## src/rtl/exe_mem_pipe_reg_pkg.sv

```systemverilog
// exe_mem_pipe_reg_pkg
//   Shared definitions for the EXE/MEM pipeline register:
//   - default payload widths (32-bit data, 4-bit destination)
//   - ctrl_t: the three MEM/WB control bits
//   - exe_mem_payload_t: full payload at the default widths
//   - encoding of the stage state reported on state_dbg
package exe_mem_pipe_reg_pkg;

    localparam int DATA_W_DEF = 32;
    localparam int DEST_W_DEF = 4;

    typedef struct packed {
        logic wb_en;
        logic mem_r_en;
        logic mem_w_en;
    } ctrl_t;

    localparam int CTRL_W = $bits(ctrl_t);

    typedef struct packed {
        ctrl_t                   ctrl;
        logic [DATA_W_DEF-1:0]   alu_result;
        logic [DATA_W_DEF-1:0]   val_rm;
        logic [DEST_W_DEF-1:0]   dest;
    } exe_mem_payload_t;

    // Stage state as seen on state_dbg (numerically equal to occupancy).
    localparam logic [1:0] ST_EMPTY = 2'd0;
    localparam logic [1:0] ST_ONE   = 2'd1;
    localparam logic [1:0] ST_FULL  = 2'd2;

endpackage

```

## src/rtl/exe_mem_pipe_reg_slot.sv

```systemverilog
// pipe_slot
//   One valid bit plus a W-bit payload register.
//   Ports:
//     clk, rst   : rising-edge clock, asynchronous active-low reset
//     load       : capture d_in and mark the slot valid
//     clear      : mark the slot empty (wins over load); payload is held
//     d_in       : payload to capture
//     valid/data : registered slot contents
module pipe_slot #(
    parameter int W = 8
) (
    input  logic         clk,
    input  logic         rst,
    input  logic         load,
    input  logic         clear,
    input  logic [W-1:0] d_in,
    output logic         valid,
    output logic [W-1:0] data
);

    logic         valid_d, valid_q;
    logic [W-1:0] data_d,  data_q;

    // Clearing only drops the valid bit so the payload keeps its last value.
    always_comb begin
        valid_d = valid_q;
        data_d  = data_q;
        if (clear) begin
            valid_d = 1'b0;
        end else if (load) begin
            valid_d = 1'b1;
            data_d  = d_in;
        end
    end

    always_ff @(posedge clk or negedge rst) begin
        if (!rst) begin
            valid_q <= 1'b0;
            data_q  <= '0;
        end else begin
            valid_q <= valid_d;
            data_q  <= data_d;
        end
    end

    assign valid = valid_q;
    assign data  = data_q;

endmodule

```

## src/rtl/exe_mem_pipe_reg.sv

```systemverilog
// exe_mem_pipe_reg
//   EXE -> MEM pipeline register with valid/ready flow control.
//   SKID=1: head + skid registers, in_ready is purely registered.
//   SKID=0: head register only, in_ready looks through out_ready.
//   Ports:
//     clk, rst                          : clock, async active-low reset
//     flush                             : drop all entries and the current offer
//     in_valid/in_ready + *_in          : upstream (EXE) handshake and payload
//     out_valid/out_ready + outputs     : downstream (MEM) handshake and head payload
//     occupancy                         : number of valid entries (0..2)
//     state_dbg                         : EMPTY/ONE/FULL stage state
//
//   Handshake: a beat moves across an interface on a clock edge where both
//   valid and ready are high (input side additionally requires flush low).
//   A producer holding valid while ready is low keeps its data stable; the
//   stage never captures input while in_ready is low.
module exe_mem_pipe_reg
    import exe_mem_pipe_reg_pkg::*;
#(
    parameter int DATA_W = DATA_W_DEF,
    parameter int DEST_W = DEST_W_DEF,
    parameter bit SKID   = 1'b1
) (
    input  logic              clk,
    input  logic              rst,
    input  logic              flush,
    input  logic              in_valid,
    output logic              in_ready,
    input  logic              WB_en_in,
    input  logic              MEM_R_EN_in,
    input  logic              MEM_W_EN_in,
    input  logic [DATA_W-1:0] ALU_Result_in,
    input  logic [DATA_W-1:0] val_Rm_in,
    input  logic [DEST_W-1:0] Dest_in,
    output logic              out_valid,
    input  logic              out_ready,
    output logic              WB_en,
    output logic              MEM_R_EN,
    output logic              MEM_W_EN,
    output logic [DATA_W-1:0] ALU_result,
    output logic [DATA_W-1:0] val_Rm,
    output logic [DEST_W-1:0] Dest,
    output logic [1:0]        occupancy,
    output logic [1:0]        state_dbg
);

    localparam int PW = CTRL_W + 2 * DATA_W + DEST_W;

    logic [PW-1:0] in_pl;
    logic [PW-1:0] head_src;
    logic [PW-1:0] head_data;
    logic [PW-1:0] skid_data;
    logic          head_valid;
    logic          skid_valid;
    logic          xfer_in;
    logic          xfer_out;
    logic          head_free;
    logic          head_load;
    logic          head_clear;
    ctrl_t         head_ctrl;

    assign in_pl = {WB_en_in, MEM_R_EN_in, MEM_W_EN_in, ALU_Result_in, val_Rm_in, Dest_in};

    assign xfer_in   = in_valid & in_ready & ~flush;
    assign xfer_out  = head_valid & out_ready;
    // Head can take a new entry this edge if it is empty or being consumed.
    assign head_free = ~head_valid | xfer_out;

    // Skid entry is older than the input, so it refills the head first.
    assign head_src   = skid_valid ? skid_data : in_pl;
    assign head_load  = ~flush & head_free & (skid_valid | xfer_in);
    assign head_clear = flush | (xfer_out & ~skid_valid & ~xfer_in);

    pipe_slot #(.W(PW)) u_head (
        .clk   (clk),
        .rst   (rst),
        .load  (head_load),
        .clear (head_clear),
        .d_in  (head_src),
        .valid (head_valid),
        .data  (head_data)
    );

    generate
        if (SKID) begin : g_skid
            logic skid_load;
            logic skid_clear;

            // Ready depends only on the skid flop, cutting the out_ready path.
            assign in_ready   = ~skid_valid;
            // Accepted input parks in skid only when the head is stalled.
            assign skid_load  = xfer_in & ~head_free;
            assign skid_clear = flush | (skid_valid & xfer_out);

            pipe_slot #(.W(PW)) u_skid (
                .clk   (clk),
                .rst   (rst),
                .load  (skid_load),
                .clear (skid_clear),
                .d_in  (in_pl),
                .valid (skid_valid),
                .data  (skid_data)
            );
        end else begin : g_no_skid
            assign in_ready   = ~head_valid | out_ready;
            assign skid_valid = 1'b0;
            assign skid_data  = '0;
        end
    endgenerate

    assign head_ctrl  = head_data[PW-1 -: CTRL_W];

    assign out_valid  = head_valid;
    // Control bits are masked during bubbles; data fields just hold.
    assign WB_en      = head_valid & head_ctrl.wb_en;
    assign MEM_R_EN   = head_valid & head_ctrl.mem_r_en;
    assign MEM_W_EN   = head_valid & head_ctrl.mem_w_en;
    assign ALU_result = head_data[2*DATA_W+DEST_W-1 -: DATA_W];
    assign val_Rm     = head_data[DATA_W+DEST_W-1 -: DATA_W];
    assign Dest       = head_data[DEST_W-1:0];

    assign occupancy  = {1'b0, head_valid} + {1'b0, skid_valid};
    assign state_dbg  = skid_valid ? ST_FULL : (head_valid ? ST_ONE : ST_EMPTY);

endmodule

```

## config.mk

```make
export PLATFORM = sky130hd
export DESIGN_NAME = exe_mem_pipe_reg
export DESIGN_NICKNAME = d
export VERILOG_FILES = /design/src/rtl/exe_mem_pipe_reg_pkg.sv /design/src/rtl/exe_mem_pipe_reg_slot.sv /design/src/rtl/exe_mem_pipe_reg.sv
export SDC_FILE = /design/constraint.sdc
export NUM_CORES = 1
export LEC_CHECK = 0
export BUFFER_PORTS_ARGS = -buffer_cell sky130_fd_sc_hd__clkbuf_2
export CAP_MARGIN = 40
export CELL_PAD_IN_SITES_DETAIL_PLACEMENT = 1
export CELL_PAD_IN_SITES_GLOBAL_PLACEMENT = 1
export CORE_UTILIZATION = 40
export CTS_CLUSTER_SIZE = 20
export DETAILED_ROUTE_END_ITERATION = 8
export PLACE_DENSITY = 0.74
export SETUP_SLACK_MARGIN = 0.02
export SKIP_LAST_GASP = 1
export SYNTH_ARGS = -nofsm -noshare
export SYNTH_HDL_FRONTEND = slang
export SYNTH_SLANG_ARGS = --single-unit
```

## constraint.sdc

```tcl
create_clock -name clk -period 1.6 [get_ports clk]
set_input_delay 0.16 -clock clk [delete_from_list [all_inputs] [get_ports clk]]
set_output_delay 0.16 -clock clk [all_outputs]
set_load 0.02 [all_outputs]
```

# Word-level counts from Yosys, hierarchy flattened
# Index checks and enable logic that the tools add are counted.
# Widths: inputs -> output; s select.
[word_totals]
regBits = 144
inputBits = 76
out_inout_bits = 77
[op_classes]
n_addsub = 1
n_mux = 7
bitwise_logic = 23
n_reduce_logical = 4
[op_table]
columns = ["operator", "count"]
rows = [
  ["$mux 71", 1],
  ["$and 1x1->1", 12],
  ["$not 1->1", 7],
  ["$mux 1", 5],
  ["$or 1x1->1", 4],
  ["$reduce_and 2->1", 2],
  ["$reduce_bool 2->1", 2],
  ["$add 1x1->2", 1],
  ["$mux 2", 1],
]

# Logic depth before layout (Yosys ltp)
# Gate-level depths: netlist of the first run.
[depth]
word_depth = 8
mapped_depth = 5
depth_no_buf = 3

# Modules after synthesis
# A second synthesis of the first run with hierarchy kept.
[hier_totals]
cells_unflattened = 402
hier_area_um2 = 7245.7
[by_module_without_submodules]
columns = ["module", "n_inst", "cells_each", "area_per_inst_um2", "seq_area_each_um2"]
rows = [
  ["pipe_slot", 2, 154, 3045.4, 1801.7],
  ["exe_mem_pipe_reg", 1, 94, 1154.9, 0.0],
]

# Worst setup path before layout of the first run
# No wires, ideal clock.
[synth_timing]
path_type = "reg-to-reg"
from = "register u_head.valid_q (netlist: u_head.valid)"
to = "register u_head.data_q[2] (netlist: u_head.data[2])"
arrival_time_ns = 1.455
required_ns = 1.475
path_slack_ns = 0.021
path_stages_with_launch = 6
path_buffers = 2
path_cell_list = "dfrtp_1 -> nand2b_1 -> nor3b_2 -> buf_6 -> buf_6 -> mux2_2"
[synth_between]
elab_chain_cells = 6
[synth_lines]
columns = ["item", "line", "text"]
rows = [
  ["start: declaration", "exe_mem_pipe_reg_slot.sv:21", "logic valid_d, valid_q;"],
  ["start signal: assignment", "exe_mem_pipe_reg_slot.sv:41", "valid_q <= valid_d;"],
  ["$and 1x1->1", "exe_mem_pipe_reg.sv:65", "assign xfer_out = head_valid & out_ready;"],
  ["$and 1x1->1 (2 in series)", "exe_mem_pipe_reg.sv:72", "assign head_clear = flush | (xfer_out & ~skid_valid & ~xfer_in);"],
  ["$or 1x1->1", "exe_mem_pipe_reg.sv:72", ""],
  ["$not 1->1 (no line)", "-", ""],
  ["$reduce_and 2->1 (no line) (*)", "-", ""],
  ["end signal: assignment", "exe_mem_pipe_reg_slot.sv:42", "data_q <= data_d;"],
  ["end: declaration", "exe_mem_pipe_reg_slot.sv:22", "logic [W-1:0] data_d, data_q;"],
]
# Every way passes the cells marked *; elsewhere a longest branch is shown, timed or not.
# A chain may end at the register's enable or synchronous reset.

# Worst setup path after layout of the first run
[layout_timing]
from = "register g_skid.u_skid.valid_q (netlist: g_skid.u_skid.valid)"
to = "register u_head.data_q[3] (netlist: u_head.data[3])"
[layout_between]
elab_chain_cells = 8
[layout_lines]
columns = ["item", "line", "text"]
rows = [
  ["start: declaration", "exe_mem_pipe_reg_slot.sv:21", ""],
  ["start signal: assignment", "exe_mem_pipe_reg_slot.sv:41", ""],
  ["$not 1->1", "exe_mem_pipe_reg.sv:72, exe_mem_pipe_reg.sv:90", ""],
  ["$and 1x1->1 (2 in series)", "exe_mem_pipe_reg.sv:64", "assign xfer_in = in_valid & in_ready & ~flush;"],
  ["$not 1->1", "exe_mem_pipe_reg.sv:72", ""],
  ["$and 1x1->1", "exe_mem_pipe_reg.sv:72", ""],
  ["$or 1x1->1", "exe_mem_pipe_reg.sv:72", ""],
  ["$not 1->1 (no line)", "-", ""],
  ["$reduce_and 2->1 (no line)", "-", ""],
]
# Several ways; a longest one is shown, not always the timed one.

==> results.yml, run 1 <==
final_layout:
  drive_above_1_share_pct: 68.1
  final_cell_mix: "174 x mux2_2, 149 x clkbuf_2, 143 x dfrtp_1"
  layout_commonest_cell: "mux2_2"
  finalNetCount: 718
  area_delta_synth_final_pct: 34.3
  final_util_pct: 55.5
  layout.cells.non_filler: 872
  fillers: 1651
  num_antenna_cells: 0
  design_area_sq_mm: 0.00930
timing:
  worst_pin_slew_ps: 419
  max-slew-margin-rel_pct: 72.1
  final.period_utilization_pct: 105
  maxSlewViolCount: 0
  period_needed_ps: 1670
  rsz0062_at_grt: "true"
  skew_ps: 4.78
  hold_violations: 0
  fmax_ghz: 0.598
  setup_ws_ps: -73.6
  final-setup-viol-count: 95
grt:
  grt_max_degree: 41
  antenna_found_initial: 0
  overflow: 0
  grt_first_pass_wirelength_mm: 27.7
  track_usage_pct: 20.8
  grt_pass1_vias: 4817
setup_path:
  cp_common_cell: "mux2_2"
  crit_slowest_cell: "dfrtp_4"
  critPathMaxFanout: 8
  cp_num_buf_inv: 3
  cp-end-kind: "flip-flop"
  crit_type: "flip-flop to flip-flop"
  path_cells: "buf_6 -> buf_12 -> clkbuf_16 -> mux2_2 -> mux2_2"
  worstPathArrival_ps: 1960
  cp.required_ps: 1890
  worstSetupStartpointType: "flip-flop"
  cp_top_family: "multiplexers"
  slowest_delay_ps: 440
synthesis:
  ys_ff_latch: 144
  synth_cell_types: 16
  ys_seq_area_share_pct: 52.1
  yosysWarnings: 0
  synthesis.nets: 542
  syn-mean-instance-area_sq_um: 14.9
  synthCells: 464
  synth_area_sq_mm: 0.00692
detailed_routing:
  num_vias: 4263
  ant_nets: 0
  dr.first_iter.drc_count: 144
  wl_met1_mm: 7.51
  drt-total-wl_mm: 18.6
  met2_length_mm: 10.3
  wl_met3_um: 487
  avgRoutedWirePerCell_um: 21.3
  drc_errors: 0
  drt-pass1-iter-count: 4
  highest_layer: "met4"
  viasPerCell: 4.89
floorplanning:
  initial_core_util_pct: 41.3
  ios: 153
  die_w_um: 134
  row_count: 47
  core_sq_mm: 0.0168
  die_h_um: 134
  die_area_sq_mm: 0.0178
power:
  peakVddDrop_v: 0.000682
  pwr_density_cell_mw_per_mm2: 1260
  p_total_mw: 11.8
  power.leakage_nw: 4.35
clocking:
  cts_tree: "yes"
  cts-htree-levels: 4
  clkTransAtPathRegs_ps: 60
  numCtsBuffers: 17
  insertion_delay_ps: 400
  cts.sinks: 144
  cts_root_buf: "clkbuf_16"
  clockBufferDepth: 2
placed_design:
  portBuffers: 152
  placed_area_sq_mm: 0.00743
  dp.cells: 757
  hpwl_mm: 9.80
  place.gp.congestion: 0.727
hold_path:
  hold_class: "input port to flip-flop"
outcome:
  status: "finished with violations"
  violations: "setup timing"
run:
  drv_cap: 0
## area by class of cell
class | count | area (sq um) | area share (%)
clock buffers | 25 | 485 | 5.22
clock inverters | 6 | 57.6 | 0.619
well taps | 220 | 275 | 2.96
repair buffers | 249 | 2170 | 23.3
flip-flops and latches | 144 | 3610 | 38.8
inverters | 2 | 20.0 | 0.215
multi-input cells | 226 | 2680 | 28.9
## power breakdown
part / internal [mW] / switching (mW)
logic: 1.62 / 1.39
registers: 4.54 / 0.501
clock network: 2.25 / 1.47
## logic make-up after synthesis
group                    Yosys count  synth area share, %
AO/OA/AOI/OAI                      3                0.253
adder cells (fa/ha/maj)            2                0.361
buffers and inverters             94                 10.6
flip-flops                       144                 52.1
multiplexers                     213                 35.8
AND/OR/NAND/NOR                    8                0.886
## Yosys cell counts, drive strengths merged
library cell,instances,share of area (%)
nand3,1,0.14
a211oi,1,0.11
dfrtp,144,52
inv,2,0.11
nor2,1,0.054
ha,2,0.36
and2,3,0.27
buf,92,11
a21oi,2,0.14
mux2,213,36
nor3,1,0.14
nand2b,1,0.090
nor3b,1,0.18
## sequential cells by signal, summed over array words and instances, names as in the netlist
register             cells
g_skid.u_skid.data      71
u_head.data             71
g_skid.u_skid.valid      1
u_head.valid             1
## metrics by stage
stage               setup TNS (ps)  hold WS [ps]  setup slack, ps
global route                 -8420          4.36             -122
CTS                          -4410         -22.9            -66.5
finish                       -3040          18.8            -73.6
detailed placement            -442           106            -31.3
global placement                 0           102             10.3
floorplan                        0          -136             20.6
## per-layer routing
metal	up-vias	global-route usage, %
li1	1920	-
met1	2228	25.0
met2	95	37.0
met3	20	3.73
met4	0	7.51
met5	-	0
## worst register-to-register path, delay by kind of cell (launching register included)
family / cells / cell delay (ps)
multiplexers: 2 / 610
buffers and inverters: 3 / 510
flip-flops: 1 / 440
## path summary, 6_finish.rpt
kind                            depth (start not counted)                      to  slack (ps)                    from
min in group asynchronous                               2         u_head.data[59]         240                     rst
worst max register to register                          5          u_head.data[3]         -70     g_skid.u_skid.valid
worst min register to register                          1  g_skid.u_skid.data[24]         500  g_skid.u_skid.data[24]
worst min-delay path                                    2  g_skid.u_skid.data[28]          20           val_Rm_in[24]
worst max-delay path                                    5          u_head.data[3]         -70     g_skid.u_skid.valid
max in group asynchronous                               3  g_skid.u_skid.data[57]         770                     rst
## repair_timing
item / in CTS / in global routing
setup endpoints to repair: 96 / 141
hold buffers: 49 / 3
pin swaps: 2 / 1
gates resized for setup: 34 / 28
cloned: 12 / 10
hold endpoints to repair: 83 / 3
buffers inserted: 11 / 1
(Power assumes the default switching activity.)
==> run 2: changes to the inputs <==
ABC_AREA = 1   (was not set)
PLACE_DENSITY = 0.81   (was 0.74)
clock period = 1.9 ns   (was 1.6 ns; I/O delays follow)
==> run 2 against run 1 <==
Against the previous run: the run now ends clean; first-iteration DRC count up 85%; synthesized cell count up 100%; final cell count up 43%.
==> results.yml, run 2 <==
grt:
  grt_pass1_vias: 6557
  track_usage_pct: 23.3
  grt_max_degree: 54
  antenna_found_initial: 1
  overflow: 0
  grt_first_pass_wirelength_mm: 33.3
floorplanning:
  ios: 153
  die_w_um: 136
  row_count: 48
  die_h_um: 136
  initial_core_util_pct: 41.3
  die_area_sq_mm: 0.0186
  core_sq_mm: 0.0175
timing:
  worst_pin_slew_ps: 609
  rsz0062_at_grt: "false"
  final-setup-viol-count: 0
  max-slew-margin-rel_pct: 59.4
  period_needed_ps: 1760
  final.period_utilization_pct: 92.7
  hold_slack_ps: 12.9
  skew_ps: 8.41
  hold_violations: 0
  maxSlewViolCount: 0
  finalSetupTns_ps: 0
  setup_ws_ps: 138
  fmax_ghz: 0.568
clocking:
  clkTransAtPathRegs_ps: 60
  numCtsBuffers: 17
  holdBufCountCts: 2
  cts_tree: "yes"
  cts_resized: 0
  cts_setup_buffers: 0
  clockBufferDepth: 2
  insertion_delay_ps: 420
  cts_root_buf: "clkbuf_16"
  cts.sinks: 144
  cts-htree-levels: 4
placed_design:
  post-place-ws_ps: 385
  portBuffers: 152
  hpwl_mm: 12.9
  place.gp.congestion: 0.755
  dp.cells: 1211
detailed_routing:
  dr.first_iter.drc_count: 266
  avgRoutedWirePerCell_um: 16.1
  num_vias: 6181
  drc_errors: 0
  ant_nets: 0
  viasPerCell: 4.96
  drt-pass1-iter-count: 4
  drt-total-wl_mm: 20.1
synthesis:
  synth.most_common_cell: "nand2_1"
  synth_area_leaders: "dfrtp_1 50%, nand2_1 26%, nand3_1 9.9%"
  synth_common_cells: "506 x nand2_1, 144 x dfrtp_1, 142 x nand3_1, 78 x buf_4, 35 x buf_2"
  synthesis.nets: 1016
  synth_cell_types: 17
  ys_ff_latch: 144
  syn-mean-instance-area_sq_um: 7.69
  synth_edf_count: 0
  synth_area_sq_mm: 0.00721
  yosysWarnings: 0
  synthFlopType: "dfrtp_1"
  synthCells: 938
  yosysTopAreaCell: "dfrtp_1"
  ys_seq_area_share_pct: 50.0
  netlist.area_leader.share_pct: 50.0
  async_flop_share_pct: 100
power:
  pwr-share-comb_pct: 20.3
  intPower_mw: 6.56
  power.leakage_nw: 4.80
  netSwitchingPower_mw: 2.99
  p_total_mw: 9.55
  swShare_pct: 31.3
  peakVddDrop_v: 0.000675
  pwr_density_cell_mw_per_mm2: 1150
  clockPowerShare_pct: 36.2
  sequentialPowerShare_pct: 43.4
setup_path:
  worstPathArrival_ps: 1570
  crit_type: "flip-flop to primary output"
  crit_slowest_cell: "dfrtp_2"
  reg2regPathDepth: 6
  cp.required_ps: 1710
  r2r-end: "u_head.data[51]"
  cp-end-kind: "primary output"
  slowest_delay_ps: 430
  rrSetupSlack_ps: 380
  path_cells: "inv_2 -> buf_4 -> clkbuf_2"
  reg2reg_from: "g_skid.u_skid.valid"
  worstSetupStartpointType: "flip-flop"
  critPathMaxFanout: 25
outcome:
  status: "finished clean"
final_layout:
  finalNetCount: 1085
  final_cell_mix: "505 x nand2_1, 151 x clkbuf_2, 143 x dfrtp_1"
  drive_above_1_share_pct: 21.3
  layout.cells.non_filler: 1245
  area_delta_synth_final_pct: 15.3
  layout_commonest_cell: "nand2_1"
hold_path:
  holdPathStages: 3
  hold_class: "input port to flip-flop"
  min_from: "val_Rm_in[24]"
  hold_end: "g_skid.u_skid.data[28]"
run:
  drv_cap: 0
run 2: cell types whose count changed in the layout (fill, tap and decap cells not counted), sizes merged, moves of 2 or more:
| cell | change |
|---|---|
| a21oi | -2 |
| clkbuf | -10 |
| bufinv | +2 |
| clkinvlp | +2 |
| buf | -16 |
| mux2 | -213 |
| nand2 | +507 |
| nand3 | +143 |
| inv | +8 |
| nor2 | +2 |
| dlygate4sd3 | -50 |
| and2 | -3 |
run 2: power by group through the flow:
stage	combinational, mW	sequential, mW	clock [mW]
finish	1.94	4.15	3.46
global route	2.20	4.23	3.65
CTS	1.98	4.16	3.53
detailed placement	1.96	4.19	0
global placement	1.88	4.16	0
floorplan	1.63	4.08	0
run 2: metrics by stage:
step | area, sq um | utilization [%]
final | 8320 | 47.6
after global routing | 8320 | 47.6
after CTS | 8310 | 47.6
after detailed placement | 7690 | 44.0
after global placement | 7690 | 44.0
after floorplan | 7210 | -
run 2: worst max-delay path by stage:
stage               cells past startpoint           startpoint  slack (ps)         endpoint
finish                                  3  g_skid.u_skid.valid         140         in_ready
CTS                                     3  g_skid.u_skid.valid         120         in_ready
floorplan                               6  g_skid.u_skid.valid         400     occupancy[0]
global route                            3  g_skid.u_skid.valid          60         in_ready
detailed placement                      6  g_skid.u_skid.valid         390  u_head.data[51]
global placement                        6  g_skid.u_skid.valid         430  u_head.data[51]
run 2: layer usage:
metal / vias up / track usage (%) / wire (um)
met3: 14 / 4.03 / 611
met4: 0 / 7.22 / 190
met1: 3050 / 29.0 / 8940
met5: - / 0 / 0
li1: 2996 / - / -
met2: 121 / 40.7 / 10400
run 2: area by class of cell:
cell class	count	area, sq um
fill	2177	9160
sequential	144	3600
multi-input combinational	658	2720
timing repair buffer	177	1070
clock buffer	20	467
tap	225	282
clock inverter	11	138
inverter	9	33.8
antenna	1	2.50
run 2: kinds of logic (layout without fill, tap and decap cells):
family / count (synthesis) / count (layout) / synth area share (%)
AO/OA/AOI/OAI: 2 / 2 / 0.173
adder cells (fa/ha/maj): 2 / 2 / 0.347
buffers and inverters: 136 / 217 / 12.5
flip-flops: 144 / 144 / 50.0
other: 0 / 1 / 0
AND/OR/NAND/NOR: 654 / 654 / 37.1
run 2: worst max-delay path, delay by kind of cell (launching register included):
kind / cells / cell delay, ps
buf+inv: 3 / 720
flops: 1 / 430
